**config.mk**
```make
export PLATFORM = sky130hd
export DESIGN_NAME = rca_result_accumulator
export DESIGN_NICKNAME = d
export VERILOG_FILES = /design/src/rtl/rca_result_accumulator.sv
export SDC_FILE = /design/constraint.sdc
export NUM_CORES = 1
export LEC_CHECK = 0
export CORE_ASPECT_RATIO = 0.8
export CORE_MARGIN = 2
export CORE_UTILIZATION = 45
export CTS_BUF_LIST = sky130_fd_sc_hd__clkbuf_4 sky130_fd_sc_hd__clkbuf_8 sky130_fd_sc_hd__clkbuf_16
export CTS_CLUSTER_SIZE = 12
export DETAILED_ROUTE_END_ITERATION = 6
export PLACE_DENSITY = 0.71
export SLEW_MARGIN = 20
export SYNTH_ARGS = -nofsm -noshare
export SYNTH_HDL_FRONTEND = slang
export SYNTH_SLANG_ARGS = --single-unit
```
**constraint.sdc**
```tcl
create_clock -name clk -period 2.5 [get_ports clk]
set_input_delay 0.5 -clock clk [delete_from_list [all_inputs] [get_ports clk]]
set_output_delay 0.5 -clock clk [all_outputs]
set_load 0.05 [all_outputs]
```
**src/rtl/rca_result_accumulator.sv**
```systemverilog
// Accumulates {cout,sum} results from the ripple-carry adder over a programmed
// number of samples. Define RCA_ACC_SATURATE_EN for a saturating accumulator.
module rca_result_accumulator #(
  parameter int N     = 4,
  parameter int ACC_W = 12,
  parameter int CNT_W = 8
) (
  input  logic             clk,
  input  logic             rst_n,
  input  logic             start,
  input  logic [CNT_W-1:0] num_samples,
  input  logic             in_valid,
  output logic             in_ready,
  input  logic [N-1:0]     sum,
  input  logic             cout,
  output logic [ACC_W-1:0] acc,
  output logic [CNT_W-1:0] sample_cnt,
  output logic [CNT_W-1:0] carry_cnt,
  output logic             overflow,
  output logic             busy,
  output logic             done
);

  // state | meaning
  // IDLE  | after reset, waiting for start
  // ACCUM | accepting adder results until the latched count is reached
  // DONE  | run complete, results held until the next start
  typedef enum logic [1:0] {
    IDLE  = 2'd0,
    ACCUM = 2'd1,
    DONE  = 2'd2
  } state_t;

  state_t           r_state;
  logic [ACC_W-1:0] r_acc;
  logic [CNT_W-1:0] r_sample_cnt;
  logic [CNT_W-1:0] r_carry_cnt;
  logic [CNT_W-1:0] r_num;
  logic             r_overflow;
  logic             r_busy;
  logic             r_done;
  logic             r_in_ready;

  logic [ACC_W:0]   w_acc_sum;
  logic [ACC_W-1:0] w_acc_next;
  logic [CNT_W-1:0] w_sample_inc;
  logic [CNT_W-1:0] w_carry_inc;
  logic             w_xfer;

  // One extra bit on the add exposes the carry out of the accumulator MSB.
  assign w_acc_sum    = {1'b0, r_acc} + {{(ACC_W-N){1'b0}}, cout, sum};
  assign w_sample_inc = r_sample_cnt + {{(CNT_W-1){1'b0}}, 1'b1};
  assign w_carry_inc  = r_carry_cnt + {{(CNT_W-1){1'b0}}, cout};
  assign w_xfer       = in_valid & r_in_ready;

`ifdef RCA_ACC_SATURATE_EN
  assign w_acc_next = w_acc_sum[ACC_W] ? {ACC_W{1'b1}} : w_acc_sum[ACC_W-1:0];
`else
  assign w_acc_next = w_acc_sum[ACC_W-1:0];
`endif

  always_ff @(posedge clk or negedge rst_n) begin
    if (!rst_n) begin
      r_state      <= IDLE;
      r_acc        <= '0;
      r_sample_cnt <= '0;
      r_carry_cnt  <= '0;
      r_num        <= '0;
      r_overflow   <= 1'b0;
      r_busy       <= 1'b0;
      r_done       <= 1'b0;
      r_in_ready   <= 1'b0;
    end else begin
      case (r_state)
        IDLE, DONE: begin
          if (start) begin
            r_acc        <= '0;
            r_sample_cnt <= '0;
            r_carry_cnt  <= '0;
            r_overflow   <= 1'b0;
            r_num        <= num_samples;
            if (num_samples != '0) begin
              r_state    <= ACCUM;
              r_busy     <= 1'b1;
              r_done     <= 1'b0;
              r_in_ready <= 1'b1;
            end else begin
              r_state    <= DONE;
              r_busy     <= 1'b0;
              r_done     <= 1'b1;
              r_in_ready <= 1'b0;
            end
          end
        end
        ACCUM: begin
          if (w_xfer) begin
            r_acc        <= w_acc_next;
            r_sample_cnt <= w_sample_inc;
            r_carry_cnt  <= w_carry_inc;
            r_overflow   <= r_overflow | w_acc_sum[ACC_W];
            if (w_sample_inc == r_num) begin
              r_state    <= DONE;
              r_busy     <= 1'b0;
              r_done     <= 1'b1;
              r_in_ready <= 1'b0;
            end
          end
        end
        default: begin
          r_state    <= IDLE;
          r_busy     <= 1'b0;
          r_done     <= 1'b0;
          r_in_ready <= 1'b0;
        end
      endcase
    end
  end

  assign acc        = r_acc;
  assign sample_cnt = r_sample_cnt;
  assign carry_cnt  = r_carry_cnt;
  assign overflow   = r_overflow;
  assign busy       = r_busy;
  assign done       = r_done;
  assign in_ready   = r_in_ready;

endmodule

```
==> results of run 1 <==
final timing paths:
| path | startpoint | endpoint | slack, ps | cells past startpoint |
|---|---|---|---|---|
| worst min-delay path | rst_n | sample_cnt[7] | 320 | 1 |
| worst max-delay path | sum[0] | acc[6] | 250 | 9 |
| worst max register to register | sample_cnt[1] | in_ready | 330 | 6 |
| worst min register to register | r_num[3] | r_num[3] | 500 | 2 |
| min in group clk | r_num[3] | r_num[3] | 500 | 2 |
| max in group asynchronous | rst_n | acc[7] | 1610 | 1 |
cell type report:
cell class	instances	area share [%]
clock buffers	5	2.39
clock inverters	3	1.48
inverters	3	0.392
multi-input cells	187	39.7
flip-flops and latches	40	34.8
well taps	60	2.61
repair buffers	56	18.6
synthesized netlist by cell type (all sizes together), types with 2 or more instances:
master,number
a21o,3
a21oi,9
and3,6
buf,2
clkbuf,7
dfrtp,40
ha,8
inv,3
nand2,45
nand2b,3
nand3,13
nand4,5
nor2,26
nor2b,2
nor4,3
o21ai,18
o22ai,3
o31ai,2
o41ai,2
xnor2,10
xor2,16
kinds of logic (layout without fill, tap and decap cells):
group           after synthesis  in the layout
compound gates               45             45
xor+xnor                     26             26
fa+ha+maj                     9              9
buf+inv                      12             67
flops                        40             40
simple gates                107            107
sequential cells by signal, indices dropped and copies added (netlist names):
signal,cells
r_num,8
carry_cnt,8
r_state,2
overflow,1
acc,12
sample_cnt,8
in_ready,1
per-layer routing:
layer | vias to the layer above | global-route usage, %
met5 | - | 0
met4 | 0 | 4.17
met3 | 5 | 5.46
met2 | 57 | 30.6
met1 | 875 | 30.7
li1 | 932 | -
placed cells by master, fill, tap and decap left out, types with 3 or more instances in the layout:
master and instances:
nand2b_1 3, inv_1 3, xor2_1 15, buf_4 8
dfrtp_1 40, clkdlybuf4s50_1 47, o22ai_1 3, nor2_1 26
nand4_1 4, and3_1 6, a21oi_1 9, ha_1 8
nand3_1 13, o21ai_0 18, xnor2_1 10, nand2_1 45
clkbuf_8 5
critical path: cells and delay by family:
| kind | cells | cell delay, ps |
|---|---|---|
| xor gates and xnor gates | 1 | 160 |
| buffers and inverters | 1 | 410 |
| adders and majority gates | 2 | 610 |
| and+or+nand+nor | 2 | 180 |
| AOI/OAI and AO/OA | 3 | 580 |
power groups by stage:
stage	clock, W	sequential, W	combinational, W
floorplan	0	0.00137	0.000729
global placement	0	0.00104	0.00154
detailed placement	0	0.00104	0.00157
global route	0.000581	0.00107	0.00169
finish	0.000536	0.00104	0.00156
CTS	0.000554	0.00104	0.00157
stage by stage:
step                      area, sq um  utilization, %  total power (W)  std cells
final                            2870            62.1          0.00314        354
after global routing             2870            62.1          0.00334        354
after CTS                        2870            62.1          0.00316        354
after detailed placement         2760            59.7          0.00261        346
after global placement           2760            59.7          0.00258        346
after floorplan                  2190               -          0.00210        239
==> results.md, run 1 <==
* Final WS setup at 248 ps
* GR Overflow Total at 0
* Seq cells post-synth at 40
* Post-synth top area share at 45.7%
* Die width at 82.0 um
* Top_reg_cell synth: dfrtp_1
* Ys Warns at 0
* Final Hold Vio Count at 0
* Largest family of logic cells by synthesized area: simple AND/OR/NAND/NOR gates
* RD Place Congestion at 0.846
* Hpwl dp at 3.73 mm
* CP endpoint kind: flop
* Gate power share at 49.8%
* Vias/cell at 5.28
* Met3 wire length at 360 um
* TritonCTS Buffers at 5
* Post-synthesis simple-gate area fraction at 23.0%
* Crit path largest cell delay at 410 ps
* FFs w/ async S/R, synth at 100%
* Setup CP Type: in -> reg
* Uppermost routed layer: met4
* Post-synthesis adder-cell area fraction at 5.48%
* Area Growth Syn to Fin at 31.2%
* Initial Util at 47.4%
* First-pass GRT wire length at 8.47 mm
* RSZ-0062 raised after global routing: false
* Register area share after synthesis at 45.7%
* Buffers inserted by post-CTS timing repair at 0
* Count of final setup violators at 0
* Area of the multi-input gates at 1140 sq um
* Hold Slack at 321 ps
* Diodes inserted at 0
* Switch Pwr at 0.00143 W
* Layout Nets at 319
* DRT antenna net count at 0
* Clock Power Share at 17.1%
* Cells after synthesis at 239
* MaxCap Viol Count at 0
* CTS Hold Bufs at 0
* Post-Synthesis Cell Area at 2190 sq um
* CTS tree: yes
* Worst Skew at 7.40 ps
* Top cells by area, synth: dfrtp_1 46%, nand2_1 7.7%, xor2_1 6.0%, ha_1 4.6%, nor2_1 4.5%
* Core Rows at 22
* Pre-CTS setup slack at -43.3 ps
* Number of global-route vias before repair at 1757
* Fillers at 406
* Post-DR wirelength/cell at 14.3 um
* I/O pin total at 49
* Slew HR at 40.1%
* Chip height at 66.4 um
* Drt first-iter violations at 105
* Syn Nets at 265
* FF+latch area at 1000 sq um
* Max Freq at 0.444 GHz
* Tmin final at 2250 ps
* Critical Path Source Type: input pin
* Setup TNS at 0 ps
* Root Buffer: clkbuf_8
* Cell variety after synth at 40
* CP Data Required Time at 2700 ps
* Slowest CP cell: clkdlybuf4s50_1
* Layout cells sized above 1 at 7.82%
* Initial antenna violation count at 0
* Clk sink count at 40
* Sequential Power Share at 33.1%
* Worst-Margin Slew at 899 ps
* Leak at 1.30 nW
* Critical Path AT at 2450 ps
* Post_cts resized at 0
* DRC viols at 0
* Syn Area/Cell at 9.17 sq um
* Htree depth at 2
* Worst Hold Class: in -> async
* Pwr dens at 1090 nW/um^2
* Largest net degree at the start of global routing at 41
* Run status: finished clean
* CP max FO at 4
* Switching Fraction at 45.6%
* Post-Synth XOR/XNOR Area at 10.7%
* Tot GR Track Use at 20.8%
* Clock Latency Late Sink at 300 ps
* Peak supply drop at 0.758 mV
* Final worst path period share at 90.1%
* Post-synth top area cell: dfrtp_1
* Total internal power at 0.00171 W
* Clk buf depth at 2
* Clock Pin Slew Worst Setup and Hold Paths at 80 ps
* Mux cell area share after synthesis at 0%
* Die footprint at 5450 sq um
* Metal2 WL at 2.19 mm
* M1 WL at 2.47 mm
* Compound-Gate Fraction of Synth Area at 12.8%
* Core Region at 4620 sq um
* First-pass DRT Iterations at 4
* Number of flops mapped to enable cells by yosys at 0
* Vias at 1869
* Port Buf Inserts at 48
* Max-slew violations at 0
* Drt total wl at 5.06 mm
* CP cell instances: clkdlybuf4s50_1, ha_1, fa_1, a21o_1, a21oi_1, o21bai_1, nand3_1, xor2_1, nor2_1
(Power assumes the default switching activity.)
==> inputs of run 2 (changes only) <==
- PLACE_DENSITY: 0.71 -> 0.73
==> run 2 against run 1 <==
Final cell count increased by 0.28%. Cell area increased by 0.26%. Setup slack improved by 47 ps. Via count increased by 0.91%. First-iteration DRC count increased by 26%. Fmax increased by 2.1%. Critical path type is now reg -> out.
==> results.md, run 2 (synthesized netlist as in run 1, its figures left out) <==
* GR Overflow Total at 0 (unchanged)
* Tot GR Track Use at 20.5% (-0.28 points)
* Port Buf Inserts at 48 (unchanged)
* Core Rows at 22 (unchanged)
* Worst Hold Class: in -> async
* Setup TNS at 0 ps (unchanged)
* Chip height at 66.4 um (unchanged)
* Final Hold Vio Count at 0 (unchanged)
* Area Growth Syn to Fin at 31.5%
* DRT antenna net count at 0 (unchanged)
* Setup CP Type: reg -> out
* Root Buffer: clkbuf_8
* Clock Pin Slew Worst Setup and Hold Paths at 80 ps (about the same)
* Count of final setup violators at 0 (unchanged)
* Max reg flops at 12 (unchanged)
* RSZ-0062 raised after global routing: false
* CTS tree: yes
* I/O pin total at 49 (unchanged)
* Most frequent cells in the layout: 47 x clkdlybuf4s50_1, 45 x nand2_1, 40 x dfrtp_1
* TritonCTS Buffers at 5 (unchanged)
* Worst R2R Setup Slack at 360 ps (+30 ps)
* RD Place Congestion at 0.790 (-6.6%)
* Die width at 82.0 um (unchanged)
* Peak supply drop at 0.753 mV (-0.74%)
* Vias/cell at 5.31 (+0.63%)
* Setup crit start: sample_cnt[3]
* Pwr dens at 1090 nW/um^2 (-0.59%)
* Number of global-route vias before repair at 1828 (+4.0%)
* Largest net degree at the start of global routing at 41 (unchanged)
* Tmin final at 2210 ps (-46.6 ps)
* Worst r2r src: sample_cnt[1]
* R2r worst-path depth at 6 (unchanged)
* CP Data Required Time at 2000 ps (-700 ps)
* Leak at 1.31 nW (+0.74%)
* Die footprint at 5450 sq um (unchanged)
* Htree depth at 2 (unchanged)
* Area after DPL at 2770 sq um (+0.27%)
* Critical Path AT at 1710 ps (-740 ps)
* Vias at 1886 (+0.91%)
* Diodes inserted at 0 (unchanged)
* Clk buf depth at 2 (unchanged)
* Layout cells sized above 1 at 8.14% (+0.31 points)
* CP endpoint kind: output pin
* Hpwl dp at 3.64 mm (-2.3%)
* Final worst path period share at 88.2% (-1.9 points)
* Layout Nets at 320 (+0.31%)
* Max-slew violations at 0 (unchanged)
* Top delay family on crit path: buffers and inverters
* Worst Skew at 9.23 ps (+1.83 ps)
* Critical Path Source Type: flop
* Run status: finished clean
* Buffers inserted by post-CTS timing repair at 0 (unchanged)
* Drt first-iter violations at 132 (+26%)
* Post-DR wirelength/cell at 14.1 um (-1.5%)
* Slew HR at 39.9% (-0.19 points)
* MaxCap Viol Count at 0 (unchanged)
* Core Region at 4620 sq um (unchanged)
* Initial Util at 47.4% (unchanged)
* Initial antenna violation count at 0 (unchanged)
* Reg2reg end: in_ready
* Crit path largest cell delay at 870 ps (+460 ps)
* CTS Hold Bufs at 0 (unchanged)
* Slowest CP cell: clkdlybuf4s50_1
* DRC viols at 0 (unchanged)
* CP cell instances: clkdlybuf4s50_1
* Max Freq at 0.453 GHz (+2.1%)
* Clock Latency Late Sink at 290 ps (about the same)
* Most common cell after layout, fill and taps aside: clkdlybuf4s50_1
* Clk sink count at 40 (unchanged)
* Drt total wl at 5.00 mm (-1.2%)
* First-pass GRT wire length at 8.56 mm (+0.98%)
* CP max FO at 9 (+5)
* Post_cts resized at 0 (unchanged)
* CP bufs+invs at 1 (unchanged)
* Finished Cell Area at 2880 sq um (+0.26%)
* Worst-Margin Slew at 902 ps (+2.85 ps)
* First-pass DRT Iterations at 4 (unchanged)
## run 2: cell types whose count changed in the layout (fill, tap and decap cells not counted), sizes merged
| cell | previous run | this run |
|---|---|---|
| clkbuf | 5 | 6 |
| clkinvlp | 1 | 0 |
| buf | 9 | 10 |
## run 2: per-layer routing
layer	wire length (um)	part of all wire (%)	up-vias	track usage (%)
met5	0	0	-	0
met4	34	0.68	0	3.75
met3	295	5.9	5	3.83
met2	2160	43	62	31.5
met1	2500	50	886	30.4
li1	-	-	933	-
## run 2: per-stage QoR
step	hold slack [ps]	util [%]	total power, W	setup WS (ps)	instances
floorplan	204	-	0.00210	205	239
global placement	483	59.9	0.00258	68.4	347
detailed placement	486	59.9	0.00261	28.2	347
CTS	373	62.3	0.00315	312	355
global route	415	62.3	0.00335	127	355
finish	343	62.3	0.00313	294	355
## run 2: where the power goes
part	total [W]	switching, W	internal [W]
registers	0.00103	0.000208	0.000826
logic	0.00157	0.000974	0.000593
clock network	0.000529	0.000221	0.000307
## run 2: worst reg2reg max path, delay by kind of cell (launching register included)
kind / cells / cell delay [ps]
flops: 1 / 430
fa+ha+maj: 1 / 280
simple gates: 2 / 750
compound gates: 3 / 570
## run 2: area by class of cell
| type | count | area (sq um) |
|---|---|---|
| flip-flops and latches | 40 | 1000 |
| inverters | 3 | 11.3 |
| well taps | 60 | 75.1 |
| clock buffers | 6 | 76.3 |
| clock inverters | 2 | 35.0 |
| repair buffers | 57 | 543 |
| fillers | 404 | 1740 |
| multi-input cells | 187 | 1140 |
## run 2: how the worst max path moves through the flow
stage | slack, ps | cells past startpoint | to
global route | 130 | 9 | acc[6]
CTS | 310 | 1 | sample_cnt[3]
detailed placement | 30 | 9 | acc[8]
global placement | 70 | 9 | acc[8]
floorplan | 200 | 6 | in_ready
finish | 290 | 1 | sample_cnt[3]
==> inputs of run 3 (changes only) <==
- SETUP_SLACK_MARGIN: unset -> 0.4
==> run 3 against run 2 <==
Critical path depth did not move. Power fell by 0.41%. Flip-flop and latch count did not move. Die area did not move. Critical endpoint is now acc[5]. Highest routed layer unchanged. First-iteration DRC count fell by 33%.
==> results.md, run 3 (synthesized netlist as in run 1, its figures left out) <==
* Worst-Margin Slew at 586 ps (-315 ps)
* Clock Latency Late Sink at 300 ps (about the same)
* First-pass DRT Iterations at 5 (+1)
* CP max FO at 5 (-4)
* Htree depth at 2 (unchanged)
* CP Data Required Time at 2000 ps (about the same)
* CP bufs+invs at 1 (unchanged)
* Max reg flops at 12 (unchanged)
* Setup CP Type: reg -> out
* Setup crit start: acc[5]
* Max Freq at 0.486 GHz (+7.2%)
* CTS tree: yes
* CTS Hold Bufs at 0 (unchanged)
* Clock Pin Slew Worst Setup and Hold Paths at 80 ps (about the same)
* Non-filler cells, final at 360 (+1.4%)
* Met3 Use GR at 4.78% (+0.96 points)
* Peak supply drop at 0.692 mV (-8.1%)
* Met1 GRT Util at 30.3% (-0.11 points)
* Total Power at 0.00312 W (-0.41%)
* First-pass GRT wire length at 8.58 mm (+0.32%)
* Crit path largest cell delay at 830 ps (-40 ps)
* Number of global-route vias before repair at 1821 (-0.38%)
* Critical Path AT at 1560 ps (-150 ps)
* Clk sink count at 40 (unchanged)
* Gr busiest metal: met2
* Hold Slack at 194 ps (-148 ps)
* Slowest CP cell: clkdlybuf4s50_1
* CP endpoint kind: output pin
* Worst Hold Class: in -> async
* TritonCTS Buffers at 5 (unchanged)
* Largest net degree at the start of global routing at 27 (-34%)
* Run status: finished clean
* Chip height at 66.4 um (unchanged)
* Worst path depth at 1 (unchanged)
* Slew HR at 60.9% (+21 points)
* Pre-CTS setup slack at 9.62 ps (-18.6 ps)
* Tmin final at 2060 ps (-148 ps)
* Worst r2r src: sample_cnt[0]
* Final Hold Vio Count at 0 (unchanged)
* Final worst path period share at 82.3% (-5.9 points)
* Vias at 1906 (+1.1%)
* Worst Skew at 8.59 ps (-0.635 ps)
* Fillers at 404 (unchanged)
* Final WS setup at 443 ps (+148 ps)
* Most frequent cells in the layout: 45 x nand2_1, 36 x dfrtp_1, 35 x clkdlybuf4s50_1
* Leak at 1.45 nW (+11%)
* Area Growth Syn to Fin at 35.2%
* GRT met2 Usage at 31.6% (+0.10 points)
* RSZ-0062 raised after global routing: true
* Clk buf depth at 2 (unchanged)
* Placed cell count at 347 (unchanged)
* Count of final setup violators at 0 (unchanged)
* Vias/cell at 5.29 (-0.34%)
* Pwr dens at 1050 nW/um^2 (-3.1%)
* Top delay family on crit path: buffers and inverters
* Layout cells sized above 1 at 14.0% (+5.9 points)
* Die width at 82.0 um (unchanged)
* R2r worst-path depth at 6 (unchanged)
* GR Overflow Total at 0 (unchanged)
* Drt total wl at 5.04 mm (+0.80%)
* Port Buf Inserts at 48 (unchanged)
* CP cell instances: clkdlybuf4s50_1
* Most common cell after layout, fill and taps aside: nand2_1
* RD Place Congestion at 0.791 (about the same)
* Root Buffer: clkbuf_8
* Tot GR Track Use at 20.8% (+0.31 points)
* I/O pin total at 49 (unchanged)
* DRT antenna net count at 0 (unchanged)
* Initial Util at 47.4% (unchanged)
* Drt first-iter violations at 89 (-33%)
* Setup TNS at 0 ps (unchanged)
* Core Region at 4620 sq um (unchanged)
* Die footprint at 5450 sq um (unchanged)
* DRC viols at 0 (unchanged)
* Initial antenna violation count at 0 (unchanged)
* Core Rows at 22 (unchanged)
* Critical Path Source Type: flop
* Layout Nets at 325 (+1.6%)
* Max-slew violations at 0 (unchanged)
* Hpwl dp at 3.66 mm (+0.58%)
* Post-DR wirelength/cell at 14.0 um (-0.60%)
* MaxCap Viol Count at 0 (unchanged)
* Diodes inserted at 0 (unchanged)
-- run 3: cell types whose count changed in the layout (fill, tap and decap cells not counted), sizes merged --
| cell | change |
|---|---|
| bufinv | -1 |
| dlygate4sd2 | +4 |
| clkdlybuf4s50 | -12 |
| buf | +5 |
| clkinv | +1 |
| dlymetal6s2s | +8 |
-- run 3: where the power goes --
group,internal (W),switching (W),total (W)
Combinational,0.000624,0.000980,0.00160
Sequential,0.000831,0.000232,0.00106
Clock,0.000220,0.000229,0.000450
-- run 3: path summary, 6_finish.rpt --
kind / to / slack (ps)
hold / removal: r_num[2] / 190
max in group asynchronous: carry_cnt[3] / 1680
setup reg to reg: in_ready / 460
hold reg to reg: r_num[1] / 500
min in group clk: r_num[1] / 500
setup / recovery: acc[5] / 440
-- run 3: what timing repair did --
item	CTS	global route
buffers inserted	1	4
hold endpoints to repair	0	0
pin swaps	2	10
gates resized for setup	6	16
setup endpoints to repair	8	21
-- run 3: cell type report --
type	instances	area [sq um]	share of cell area (%)
clock inverter	2	10.0	0.338
tap	60	75.1	2.53
timing repair buffer	62	596	20.1
multi-input combinational	187	1180	39.9
sequential	40	1010	34.0
clock buffer	6	82.6	2.79
inverter	3	11.3	0.380
-- run 3: per-layer routing --
metal / routed length, um / vias to the layer above / share of wire [%]
li1: - / 939 / -
met1: 2530 / 916 / 50
met2: 2220 / 46 / 44
met3: 237 / 5 / 4.7
met4: 48 / 0 / 0.95
met5: 0 / - / 0
-- run 3: per-stage QoR --
stage          cell area (sq um)  utilization (%)
2_1_floorplan               2200                -
3_3_place_gp                2780             60.1
3_5_place_dp                2780             60.1
4_1_cts                     2880             62.3
5_1_grt                     2960             64.0
6_report                    2960             64.0
